===== config.mk =====
export PLATFORM = sky130hd
export DESIGN_NAME = sdram_port_arbiter
export DESIGN_NICKNAME = d
export VERILOG_FILES = /design/src/rtl/sdram_arb_pkg.sv /design/src/rtl/rr_arb2.sv /design/src/rtl/sdram_port_arbiter.sv
export SDC_FILE = /design/constraint.sdc
export NUM_CORES = 1
export LEC_CHECK = 0
export ABC_AREA = 1
export CORE_UTILIZATION = 40
export CTS_CLUSTER_SIZE = 16
export DETAILED_ROUTE_END_ITERATION = 8
export GPL_TIMING_DRIVEN = 0
export PLACE_DENSITY = 0.78
export SYNTH_ARGS = -nofsm -noshare
export SYNTH_HDL_FRONTEND = slang
export SYNTH_HIERARCHICAL = 1
export SYNTH_SLANG_ARGS = --single-unit

===== constraint.sdc =====
create_clock -name sys_clk -period 5.7 [get_ports sys_clk]
set_input_delay 0.855 -clock sys_clk [delete_from_list [all_inputs] [get_ports sys_clk]]
set_output_delay 0.855 -clock sys_clk [all_outputs]
set_load 0.01 [all_outputs]

===== src/rtl/sdram_arb_pkg.sv =====
// Shared types and default sizes for the two-port SDRAM arbiter.
package sdram_arb_pkg;

  typedef enum logic [1:0] {
    ST_IDLE,
    ST_BUSY,
    ST_DONE
  } arb_state_t;

  localparam int DEF_ADDR_W      = 24;
  localparam int DEF_DATA_W      = 16;
  localparam int DEF_TIMEOUT_CYC = 255;

endpackage


===== src/rtl/rr_arb2.sv =====
// Two-way round-robin pick; win is only meaningful while at least one request is present.
module rr_arb2 (
  input  logic req0,
  input  logic req1,
  input  logic last,
  output logic win
);

  // On a tie the requester that did not own the previous transaction wins.
  always_comb begin
    win = 1'b0;
    if (req0 && req1) begin
      win = ~last;
    end else if (req1) begin
      win = 1'b1;
    end
  end

endmodule


===== src/rtl/sdram_port_arbiter.sv =====
// Arbitrates the UART host (m0) and the RaspberryPi bridge (m1) onto one SDRAM controller port.
// Define ARB_TIMEOUT_EN to abort BUSY after TIMEOUT_CYC cycles and flag the requester with mN_err.
module sdram_port_arbiter
  import sdram_arb_pkg::*;
#(
  parameter int ADDR_W      = DEF_ADDR_W,
  parameter int DATA_W      = DEF_DATA_W,
  parameter int TIMEOUT_CYC = DEF_TIMEOUT_CYC
) (
  input  logic              sys_clk,
  input  logic              sys_rst,
  input  logic              m0_req,
  input  logic              m0_we,
  input  logic [ADDR_W-1:0] m0_addr,
  input  logic [DATA_W-1:0] m0_wdata,
  output logic              m0_ack,
  output logic [DATA_W-1:0] m0_rdata,
  output logic              m0_err,
  input  logic              m1_req,
  input  logic              m1_we,
  input  logic [ADDR_W-1:0] m1_addr,
  input  logic [DATA_W-1:0] m1_wdata,
  output logic              m1_ack,
  output logic [DATA_W-1:0] m1_rdata,
  output logic              m1_err,
  output logic              sd_req,
  output logic              sd_we,
  output logic [ADDR_W-1:0] sd_addr,
  output logic [DATA_W-1:0] sd_wdata,
  input  logic              sd_ack,
  input  logic [DATA_W-1:0] sd_rdata,
  output logic              grant
);

  arb_state_t state;
  logic       last_grant;
  logic       win;
  logic       granted_req;

  rr_arb2 u_rr_arb2 (
    .req0 (m0_req),
    .req1 (m1_req),
    .last (last_grant),
    .win  (win)
  );

  assign granted_req = grant ? m1_req : m0_req;

`ifdef ARB_TIMEOUT_EN
  localparam logic [7:0] TO_LIMIT = 8'(TIMEOUT_CYC - 1);
  logic [7:0] busy_cnt;
`else
  assign m0_err = 1'b0;
  assign m1_err = 1'b0;
`endif

  always_ff @(posedge sys_clk or posedge sys_rst) begin
    if (sys_rst) begin
      state      <= ST_IDLE;
      sd_req     <= 1'b0;
      sd_we      <= 1'b0;
      sd_addr    <= '0;
      sd_wdata   <= '0;
      m0_ack     <= 1'b0;
      m1_ack     <= 1'b0;
      m0_rdata   <= '0;
      m1_rdata   <= '0;
      grant      <= 1'b0;
      last_grant <= 1'b1;
`ifdef ARB_TIMEOUT_EN
      busy_cnt   <= '0;
      m0_err     <= 1'b0;
      m1_err     <= 1'b0;
`endif
    end else begin
      case (state)
        ST_IDLE: begin
          if (m0_req || m1_req) begin
            grant    <= win;
            sd_we    <= win ? m1_we    : m0_we;
            sd_addr  <= win ? m1_addr  : m0_addr;
            sd_wdata <= win ? m1_wdata : m0_wdata;
            sd_req   <= 1'b1;
            state    <= ST_BUSY;
`ifdef ARB_TIMEOUT_EN
            busy_cnt <= '0;
`endif
          end
        end
        // The latched command stays on sd_* untouched until the controller answers.
        ST_BUSY: begin
          if (sd_ack) begin
            sd_req <= 1'b0;
            state  <= ST_DONE;
            if (grant) begin
              m1_rdata <= sd_rdata;
              m1_ack   <= 1'b1;
            end else begin
              m0_rdata <= sd_rdata;
              m0_ack   <= 1'b1;
            end
`ifdef ARB_TIMEOUT_EN
            m0_err <= 1'b0;
            m1_err <= 1'b0;
          end else if (busy_cnt == TO_LIMIT) begin
            sd_req <= 1'b0;
            state  <= ST_DONE;
            if (grant) begin
              m1_rdata <= '0;
              m1_err   <= 1'b1;
              m1_ack   <= 1'b1;
            end else begin
              m0_rdata <= '0;
              m0_err   <= 1'b1;
              m0_ack   <= 1'b1;
            end
          end else begin
            busy_cnt <= busy_cnt + 8'd1;
`endif
          end
        end
        ST_DONE: begin
          if (!granted_req) begin
            m0_ack     <= 1'b0;
            m1_ack     <= 1'b0;
            last_grant <= grant;
            state      <= ST_IDLE;
          end
        end
        default: state <= ST_IDLE;
      endcase
    end
  end

endmodule


==> results of run 1 <==
flip-flops by register name (all words and copies together), names as in the netlist:
name and cells:
m0_ack 1, state 2, grant 1, m0_rdata 16, sd_addr 24, last_grant 1, sd_req 1, m1_rdata 16
sd_we 1, m1_ack 1, sd_wdata 16
cell type report:
class                           count  area (um2)  area share
Timing Repair Buffer              180        1820       0.300
Clock inverter                      4        52.6     0.00866
Multi-Input combinational cell    304        1420       0.233
Inverter                           66         250      0.0413
Tap cell                          129         161      0.0266
Sequential cell                    80        2000       0.330
Buffer                             25         219      0.0361
Clock buffer                       12         145      0.0239
power breakdown:
group          switching (uW)  leakage, uW  internal [uW]
logic                     700      0.00195            766
registers                 149     0.000995            835
clock network             203     0.000101            217
total                    1050      0.00304           1820
routing by layer:
layer / up-vias / wire [um] / part of all wire / global-route usage
li1: 1808 / - / - / -
met1: 1654 / 4360 / 0.43 / 0.260
met2: 106 / 5160 / 0.50 / 0.371
met3: 20 / 428 / 0.042 / 0.0361
met4: 0 / 290 / 0.028 / 0.0948
met5: - / 0 / 0 / 0
synthesized netlist by cell type:
library cell	instances	area share
nand2_4	2	0.0058
nand2_2	8	0.013
inv_1	65	0.063
nor2_1	5	0.0048
buf_4	3	0.0058
buf_6	14	0.041
buf_2	5	0.0064
dfstp_2	1	0.0068
a21oi_2	1	0.0023
o21ai_2	33	0.074
conb_1	1	0.00097
clkbuf_1	1	0.00097
dfrtp_1	79	0.51
nand2_1	208	0.20
nor2_4	2	0.0058
inv_2	1	0.00097
nand3_1	1	0.0013
o21ai_0	42	0.054
clkbuf_2	2	0.0026
per-stage QoR:
step / instances / hold slack (ns) / total power [uW]
after floorplan: 475 / 0.450 / 1720
after global placement: 783 / 0.459 / 2430
after detailed placement: 784 / 0.462 / 2480
after CTS: 800 / 0.473 / 2900
after global routing: 800 / 0.501 / 3070
final: 800 / 0.472 / 2870
how the worst max path moves through the flow:
stage | end | depth (start not counted) | startpoint
2_1_floorplan | grant | 1 | sys_rst
3_3_place_gp | sd_addr[19] | 2 | sys_rst
3_5_place_dp | sd_addr[11] | 9 | m1_req
4_1_cts | grant | 1 | grant
5_1_grt | grant | 1 | grant
6_report | grant | 1 | grant
cells by family (layout without fill, tap and decap cells):
family,after synthesis,count (layout),share of synthesized area
buffers and inverters,91,287,0.120
AOI/OAI and AO/OA,76,76,0.131
and+or+nand+nor,226,226,0.232
DFF,80,80,0.516
other,1,2,0.000966
==> qor.txt, run 1 <==
result of the run: finished clean
sort of element at the end of the critical path: output pin
sequential element share of the synthesized area: 0.516
Mapped Cells: 474
Critical Path Fanout Max: 5
later-pin clock latency in the skew report: 0.34 ns
pre-CTS setup slack: 3.26 ns
worst reg-to-reg setup slack: 4.28 ns
core box area: 9330 um2
distinct cell type count of the synthesized netlist: 19
RR Endpoint: sd_addr[11]
PwrDens: 473 nW/um2
cell chain of the critical path: clkdlybuf4s50_1
clock slew at the register clock pins of the worst setup and hold paths: 0.08 ns
Vert. Die Dim: 101 um
final core utilization: 0.650
number of clock buffers inserted by TritonCTS: 9
gate family responsible for the most delay along the worst path: buffers and inverters
cell with the largest stage delay on the worst path: clkdlybuf4s50_1
worst path bufs/invs: 1
effective utilization at floorplan: 0.416
io pins: 182
global-route congestion overflow total: 0
Mapped Area: 3880 um2
share of cells above drive strength 1: 0.131
worst hold start: last_grant
Total Neg Setup Slack: 0 ns
most frequent standard cell in the layout excluding fill and tap cells: nand2_1
highest-count cells in the layout ignoring fill and taps: nand2_1 (208), clkdlybuf4s50_1 (179), dfrtp_1 (79)
fin. max-slew vios: 0
number of cells on the worst reg-to-reg path: 6
clock tree from TritonCTS: built
setup repair after global routing missed its margin: false
Total Wirelength: 10200 um
number of warnings reported in the yosys synthesis log: 6
Post-Layout Inst Area: 6070 um2
drt initial violations: 108
number of nets with antenna violations after routing: 0
register bit count reported by yosys: 80
peak supply drop: 0.227 mV
final worst-path setup slack: 3.47 ns
Required @ worst endpoint: 4.85 ns
time the worst path needs with I/O delays and setup: 2.23 ns
post-route fraction of the period consumed by the critical path: 0.392
RePlAce Congestion: 0.824
launch point of the worst reg-to-reg path: last_grant
count of filler cells inserted in the layout: 836
placed cell areas: 5870 um2
delay of the slowest cell on the worst path: 0.61 ns
number of vias after detailed routing: 3588
reported max-cap violation count: 0
Root Buffer: clkbuf_8
number of endpoints failing setup at the final stage: 0
Area Overhead vs Synth: 56.3%
initial antenna violation count: 0
total of buffers placed on input and output ports: 179
All-Layer GR Usage: 0.213
# hold bufs at CTS: 0
Post-CTS Setup Inserts: 0
DPL Wire Length: 8050 um
width of the die: 101 um
Die Footprint: 10100 um2
H-tree Lvls: 3
startpoint-to-endpoint class of the critical path: reg2out
vias per cell: 4.49
crit path DAT: 1.38 ns
Max Buffers Root-to-Sink: 2
synthesized area per cell: 8.19 um2
Achievable Freq: 448 MHz
clk sinks: 80
drt first pass iters: 4
Post-CTS Resized: 0
Worst Hold End: last_grant
antenna cell count: 0
Net count, final: 769
leakage power figure: 0.00304 uW
number of stages on the worst hold path: 2
worst min-delay path category: reg2reg
via count of the first global-routing pass: 3543
routed wirelength normalized by instance count: 12.8 um
number of core rows: 35
final hold vios: 0
detailed-route DRC error count: 0
worst clock skew: 0.0119 ns
wire length of the first global-routing pass: 16600 um
maximum number of pins on one net before global-route repair: 46
Critical Path Start Type: register
Power figures use the tool's default switching activity.
==> run 2: changes to the inputs <==
clock period = 2.27 ns   (was 5.7 ns; I/O delays follow)
==> run 2 against run 1 <==
  * Worst setup slack worse by 2.9 ns
  * Worst hold slack lost 0.063 ns
  * Power grew to 2.6 times the previous value
  * Via count is 0.22% higher
  * Critical path type unchanged
  * Critical endpoint unchanged
==> qor.txt, run 2 (synthesis results as in run 1) <==
result of the run: finished clean (unchanged)
wire length of the first global-routing pass: 17200 um (was 16600 um)
sort of element at the end of the critical path: output pin (unchanged)
Required @ worst endpoint: 1.93 ns (was 4.85 ns)
largest reg by FF count: sd_addr (unchanged)
worst min-delay path category: in2async (was reg2reg)
routed wirelength normalized by instance count: 13.0 um (was 12.8 um)
count of filler cells inserted in the layout: 811 (was 836)
effective utilization at floorplan: 0.416 (unchanged)
gate family responsible for the most delay along the worst path: buffers and inverters (unchanged)
Total Neg Setup Slack: 0 ns (unchanged)
vias per cell: 4.49 (about the same)
setup repair after global routing missed its margin: false (unchanged)
transition at the pin with the smallest max-transition slack: 0.620 ns
# hold bufs at CTS: 0 (unchanged)
PwrDens: 1200 nW/um2 (was 473 nW/um2)
number of core rows: 35 (unchanged)
io pins: 182 (unchanged)
clock slew at the register clock pins of the worst setup and hold paths: 0.09 ns (was 0.08 ns)
highest-count cells in the layout ignoring fill and taps: nand2_1 (208), clkdlybuf4s50_1 (179), dfrtp_1 (79) (unchanged)
total area of multi-input combinational cells: 1420 um2 (unchanged)
width of the die: 101 um (unchanged)
post-route fraction of the period consumed by the critical path: 0.767
Worst Hold Slack: 0.409 ns (was 0.472 ns)
Die Footprint: 10100 um2 (unchanged)
delay of the slowest cell on the worst path: 0.61 ns (about the same)
via count of the first global-routing pass: 3640 (was 3543)
later-pin clock latency in the skew report: 0.35 ns (was 0.34 ns)
cell chain of the critical path: clkdlybuf4s50_1 (unchanged)
Vert. Die Dim: 101 um (unchanged)
startpoint-to-endpoint class of the critical path: reg2out (unchanged)
number of clock buffers inserted by TritonCTS: 9 (unchanged)
maximum number of pins on one net before global-route repair: 34 (was 46)
Max Buffers Root-to-Sink: 2 (unchanged)
Critical Path Start Type: register (unchanged)
Achievable Freq: 574 MHz
number of nets with antenna violations after routing: 0 (unchanged)
initial antenna violation count: 0 (unchanged)
most frequent standard cell in the layout excluding fill and tap cells: nand2_1 (unchanged)
antenna cell count: 0 (unchanged)
routed metal-1 wirelength: 4280 um (was 4360 um)
Root Buffer: clkbuf_8 (unchanged)
clk sinks: 80 (unchanged)
fin. max-slew vios: 0 (unchanged)
final core utilization: 0.656 (was 0.650)
Area Overhead vs Synth: 57.5% (was 56.3%)
RePlAce Congestion: 0.844 (was 0.824)
leakage power figure: 0.00305 uW (was 0.00304 uW)
cell with the largest stage delay on the worst path: clkdlybuf4s50_1 (unchanged)
drt first pass iters: 4 (unchanged)
Total Wirelength: 10400 um (was 10200 um)
crit path DAT: 1.40 ns (was 1.38 ns)
drt initial violations: 94 (was 108)
share of cells above drive strength 1: 0.135 (was 0.131)
core box area: 9330 um2 (unchanged)
peak supply drop: 0.658 mV (was 0.227 mV)
global-route congestion overflow total: 0 (unchanged)
H-tree Lvls: 3 (unchanged)
number of endpoints failing setup at the final stage: 0 (unchanged)
Post-CTS Setup Inserts: 0 (unchanged)
number of flip-flops in the largest register: 24 (unchanged)
met3 WL: 509 um (was 428 um)
sum of met2 wire segment lengths after detailed routing: 5360 um (was 5160 um)
uppermost signal routing layer after detailed routing: met4 (unchanged)
Post-CTS Resized: 0 (unchanged)
Critical Path Fanout Max: 5 (unchanged)
Max transition margin: 0.586
worst path bufs/invs: 1 (unchanged)
Net count, final: 770 (was 769)
All-Layer GR Usage: 0.217 (was 0.213)
detailed-route DRC error count: 0 (unchanged)
area of all sequential standard cells: 2000 um2 (unchanged)
number of vias after detailed routing: 3596 (was 3588)
clock tree from TritonCTS: built (unchanged)
DPL Wire Length: 8120 um (was 8050 um)
worst clock skew: 0.0113 ns (was 0.0119 ns)
reported max-cap violation count: 0 (unchanged)
time the worst path needs with I/O delays and setup: 1.74 ns
total of buffers placed on input and output ports: 179 (unchanged)
final hold vios: 0 (unchanged)
## run 2: final cells by class
type / count / share of cell area
inverters: 66 / 0.0411
repair buffers: 181 / 0.301
flip-flops and latches: 80 / 0.328
well taps: 129 / 0.0264
clock buffers: 9 / 0.0203
clock inverters: 7 / 0.0166
plain buffers: 25 / 0.0358
multi-input cells: 304 / 0.231
## run 2: final timing paths
| kind | start | end | slack, ns | cells past startpoint |
|---|---|---|---|---|
| max | grant | grant | 0.53 | 1 |
| min | sys_rst | m1_rdata[10] | 0.41 | 2 |
| max reg2reg | last_grant | sd_wdata[9] | 0.85 | 6 |
| min reg2reg | sd_wdata[10] | sd_wdata[10] | 0.48 | 2 |
| max in group asynchronous | sys_rst | last_grant | 1.05 | 4 |
| min in group sys_clk | sd_wdata[10] | sd_wdata[10] | 0.48 | 2 |
## run 2: report_power, final
group	internal (uW)	switching, uW	total [uW]
registers	2090	376	2470
clock network	631	556	1190
logic	1930	1770	3690
total	4650	2700	7350
## run 2: routing by layer
layer | vias up | global-route usage
li1 | 1812 | -
met1 | 1670 | 0.256
met2 | 98 | 0.387
met3 | 16 | 0.0479
met4 | 0 | 0.0803
met5 | - | 0
## run 2: stage by stage
stage / power (uW) / instances / worst slack (ns) / instance area, um2
finish: 7350 / 801 / 0.529 / 6110
global route: 7880 / 801 / 0.490 / 6110
CTS: 7430 / 801 / 0.510 / 6110
detailed placement: 6220 / 785 / 0.341 / 5890
global placement: 6110 / 783 / 0.103 / 5840
floorplan: 4320 / 475 / 1.02 / 3890
==> run 3: changes to the inputs <==
CORE_UTILIZATION = 37   (was 40)
PLACE_DENSITY = 0.76   (was 0.78)
clock period = 1.6 ns   (was 2.27 ns; I/O delays follow)
==> run 3 against run 2 <==
  * Final cell count up 0.75%
  * Global-route usage down 1.8 points
  * Largest cell class unchanged
  * Highest routed layer unchanged
  * Cell area down 0.86%
  * Wire length up 0.75%
  * Clock skew up 0.0044 ns
==> qor.txt, run 3 (synthesis results as in run 1) <==
result of the run: finished clean (unchanged)
Critical Path Start Type: register (unchanged)
Max transition margin: 0.441 (was 0.586)
final hold vios: 0 (unchanged)
crit path DAT: 1.30 ns (was 1.40 ns)
worst reg-to-reg setup slack: 0.17 ns (was 0.85 ns)
number of standard cells in the layout, taps in and fillers out: 807 (was 801)
fin. max-slew vios: 0 (unchanged)
total number of cells along the worst setup path: 1 (unchanged)
wire length of the first global-routing pass: 17300 um (was 17200 um)
number of clock buffers inserted by TritonCTS: 9 (unchanged)
All-Layer GR Usage: 0.199 (was 0.217)
width of the die: 104 um (was 101 um)
leakage power figure: 0.00303 uW (was 0.00305 uW)
drt first pass iters: 4 (unchanged)
drt initial violations: 149 (was 94)
total of buffers placed on input and output ports: 179 (unchanged)
number of flip-flops in the largest register: 24 (unchanged)
Die Footprint: 10900 um2 (was 10100 um2)
highest-count cells in the layout ignoring fill and taps: nand2_1 (208), clkdlybuf4s50_1 (177), dfrtp_1 (79) (was nand2_1 (208), clkdlybuf4s50_1 (179), dfrtp_1 (79))
global-route congestion overflow total: 0 (unchanged)
launch point of the worst reg-to-reg path: last_grant (unchanged)
Root Buffer: clkbuf_8 (unchanged)
number of vias after detailed routing: 3583 (was 3596)
number of core rows: 37 (was 35)
Required @ worst endpoint: 1.36 ns (was 1.93 ns)
RR Endpoint: sd_wdata[9] (unchanged)
RePlAce Congestion: 0.774 (was 0.844)
post-route fraction of the period consumed by the critical path: 0.964
worst clock skew: 0.0156 ns (was 0.0113 ns)
worst path bufs/invs: 1 (unchanged)
cell with the largest stage delay on the worst path: clkdlybuf4s50_1 (unchanged)
transition at the pin with the smallest max-transition slack: 0.837 ns (was 0.620 ns)
Total Wirelength: 10500 um (was 10400 um)
worst setup path endpoint: sd_we (was grant)
Net count, final: 769 (was 770)
detailed-route DRC error count: 0 (unchanged)
antenna cell count: 0 (unchanged)
core box area: 10200 um2 (was 9330 um2)
vias per cell: 4.44 (was 4.49)
gate family responsible for the most delay along the worst path: buffers and inverters (unchanged)
number of cells on the worst reg-to-reg path: 6 (unchanged)
Critical Path Fanout Max: 2 (was 5)
PnR Total Power: 10100 uW (was 7350 uW)
via count of the first global-routing pass: 3602 (was 3640)
number of nets with antenna violations after routing: 0 (unchanged)
dpl cells: 791 (was 785)
cell chain of the critical path: clkdlybuf4s50_1 (unchanged)
maximum number of pins on one net before global-route repair: 44 (was 34)
routed wirelength normalized by instance count: 13.0 um (about the same)
Achievable Freq: 648 MHz
PwrDens: 1670 nW/um2 (was 1200 nW/um2)
number of endpoints failing setup at the final stage: 0 (unchanged)
later-pin clock latency in the skew report: 0.36 ns (was 0.35 ns)
io pins: 182 (unchanged)
sort of element at the end of the critical path: output pin (unchanged)
reported max-cap violation count: 0 (unchanged)
clock tree from TritonCTS: built (unchanged)
initial antenna violation count: 0 (unchanged)
H-tree Lvls: 3 (unchanged)
peak supply drop: 0.954 mV (was 0.658 mV)
Total Neg Setup Slack: 0 ns (unchanged)
Vert. Die Dim: 104 um (was 101 um)
startpoint-to-endpoint class of the critical path: reg2out (unchanged)
worst min-delay path category: in2reg (was in2async)
Max Buffers Root-to-Sink: 2 (unchanged)
DPL Wire Length: 8040 um (was 8120 um)
Area Overhead vs Synth: 56.2% (was 57.5%)
delay of the slowest cell on the worst path: 0.57 ns (was 0.61 ns)
largest reg by FF count: sd_addr (unchanged)
Post-CTS Setup Inserts: 0 (unchanged)
time the worst path needs with I/O delays and setup: 1.54 ns
setup repair after global routing missed its margin: false (unchanged)
share of cells above drive strength 1: 0.134 (was 0.135)
most frequent standard cell in the layout excluding fill and tap cells: nand2_1 (unchanged)
clk sinks: 80 (unchanged)
worst setup path startpoint: sd_we (was grant)
clock slew at the register clock pins of the worst setup and hold paths: 0.10 ns (was 0.09 ns)
effective utilization at floorplan: 0.379 (was 0.416)
==> run 3: cell type report <==
class / instances / area, um2
plain buffers: 25 / 226
clock inverters: 7 / 58.8
fillers: 902 / 4170
well taps: 136 / 170
inverters: 66 / 251
flip-flops and latches: 80 / 2000
multi-input cells: 304 / 1420
clock buffers: 9 / 124
repair buffers: 180 / 1810
==> run 3: routing by layer <==
layer	GRT usage	vias to the layer above	wire, um
li1	-	1803	-
met4	0.0612	0	131
met3	0.0351	11	457
met1	0.239	1674	4490
met5	0	-	0
met2	0.359	95	5380
==> run 3: metrics by stage <==
stage | area, um2 | hold WS (ns) | setup slack, ns | util
3_3_place_gp | 5850 | 0.458 | -0.449 | 0.572
4_1_cts | 6050 | 0.412 | 0.0460 | 0.592
6_report | 6060 | 0.255 | 0.0571 | 0.593
2_1_floorplan | 3890 | 0.364 | 0.405 | -
5_1_grt | 6060 | 0.291 | 0.0173 | 0.593
3_5_place_dp | 5870 | 0.462 | -0.300 | 0.574
==> run 3: power by group <==
part           switching, uW  internal (uW)  total (uW)
registers                541           2970        3510
clock network            830            589        1420
logic                   2490           2720        5220
==> run 3: timing repair <==
item | 4_1_cts | 5_1_grt
resized for setup | 1 | 5
hold endpoints to repair | 0 | 0
pin swaps | 0 | 0
hold buffers | 0 | 0
setup endpoints to repair | 1 | 13
==> run 3: worst min path at each step <==
| stage | start | endpoint | slack (ns) | cells after the start |
|---|---|---|---|---|
| final | m1_req | last_grant | 0.25 | 4 |
| after global routing | m1_req | last_grant | 0.29 | 4 |
| after CTS | sys_rst | sd_addr[11] | 0.41 | 2 |
| after detailed placement | last_grant | last_grant | 0.46 | 2 |
| after global placement | last_grant | last_grant | 0.46 | 2 |
| after floorplan | m1_req | last_grant | 0.36 | 3 |
==> run 3: worst reg2reg max path: cells and delay by family (launching register included) <==
family	cells	cell delay (ns)
compound gates	2	0.32
buf+inv	2	0.37
flops	1	0.55
simple gates	2	0.15
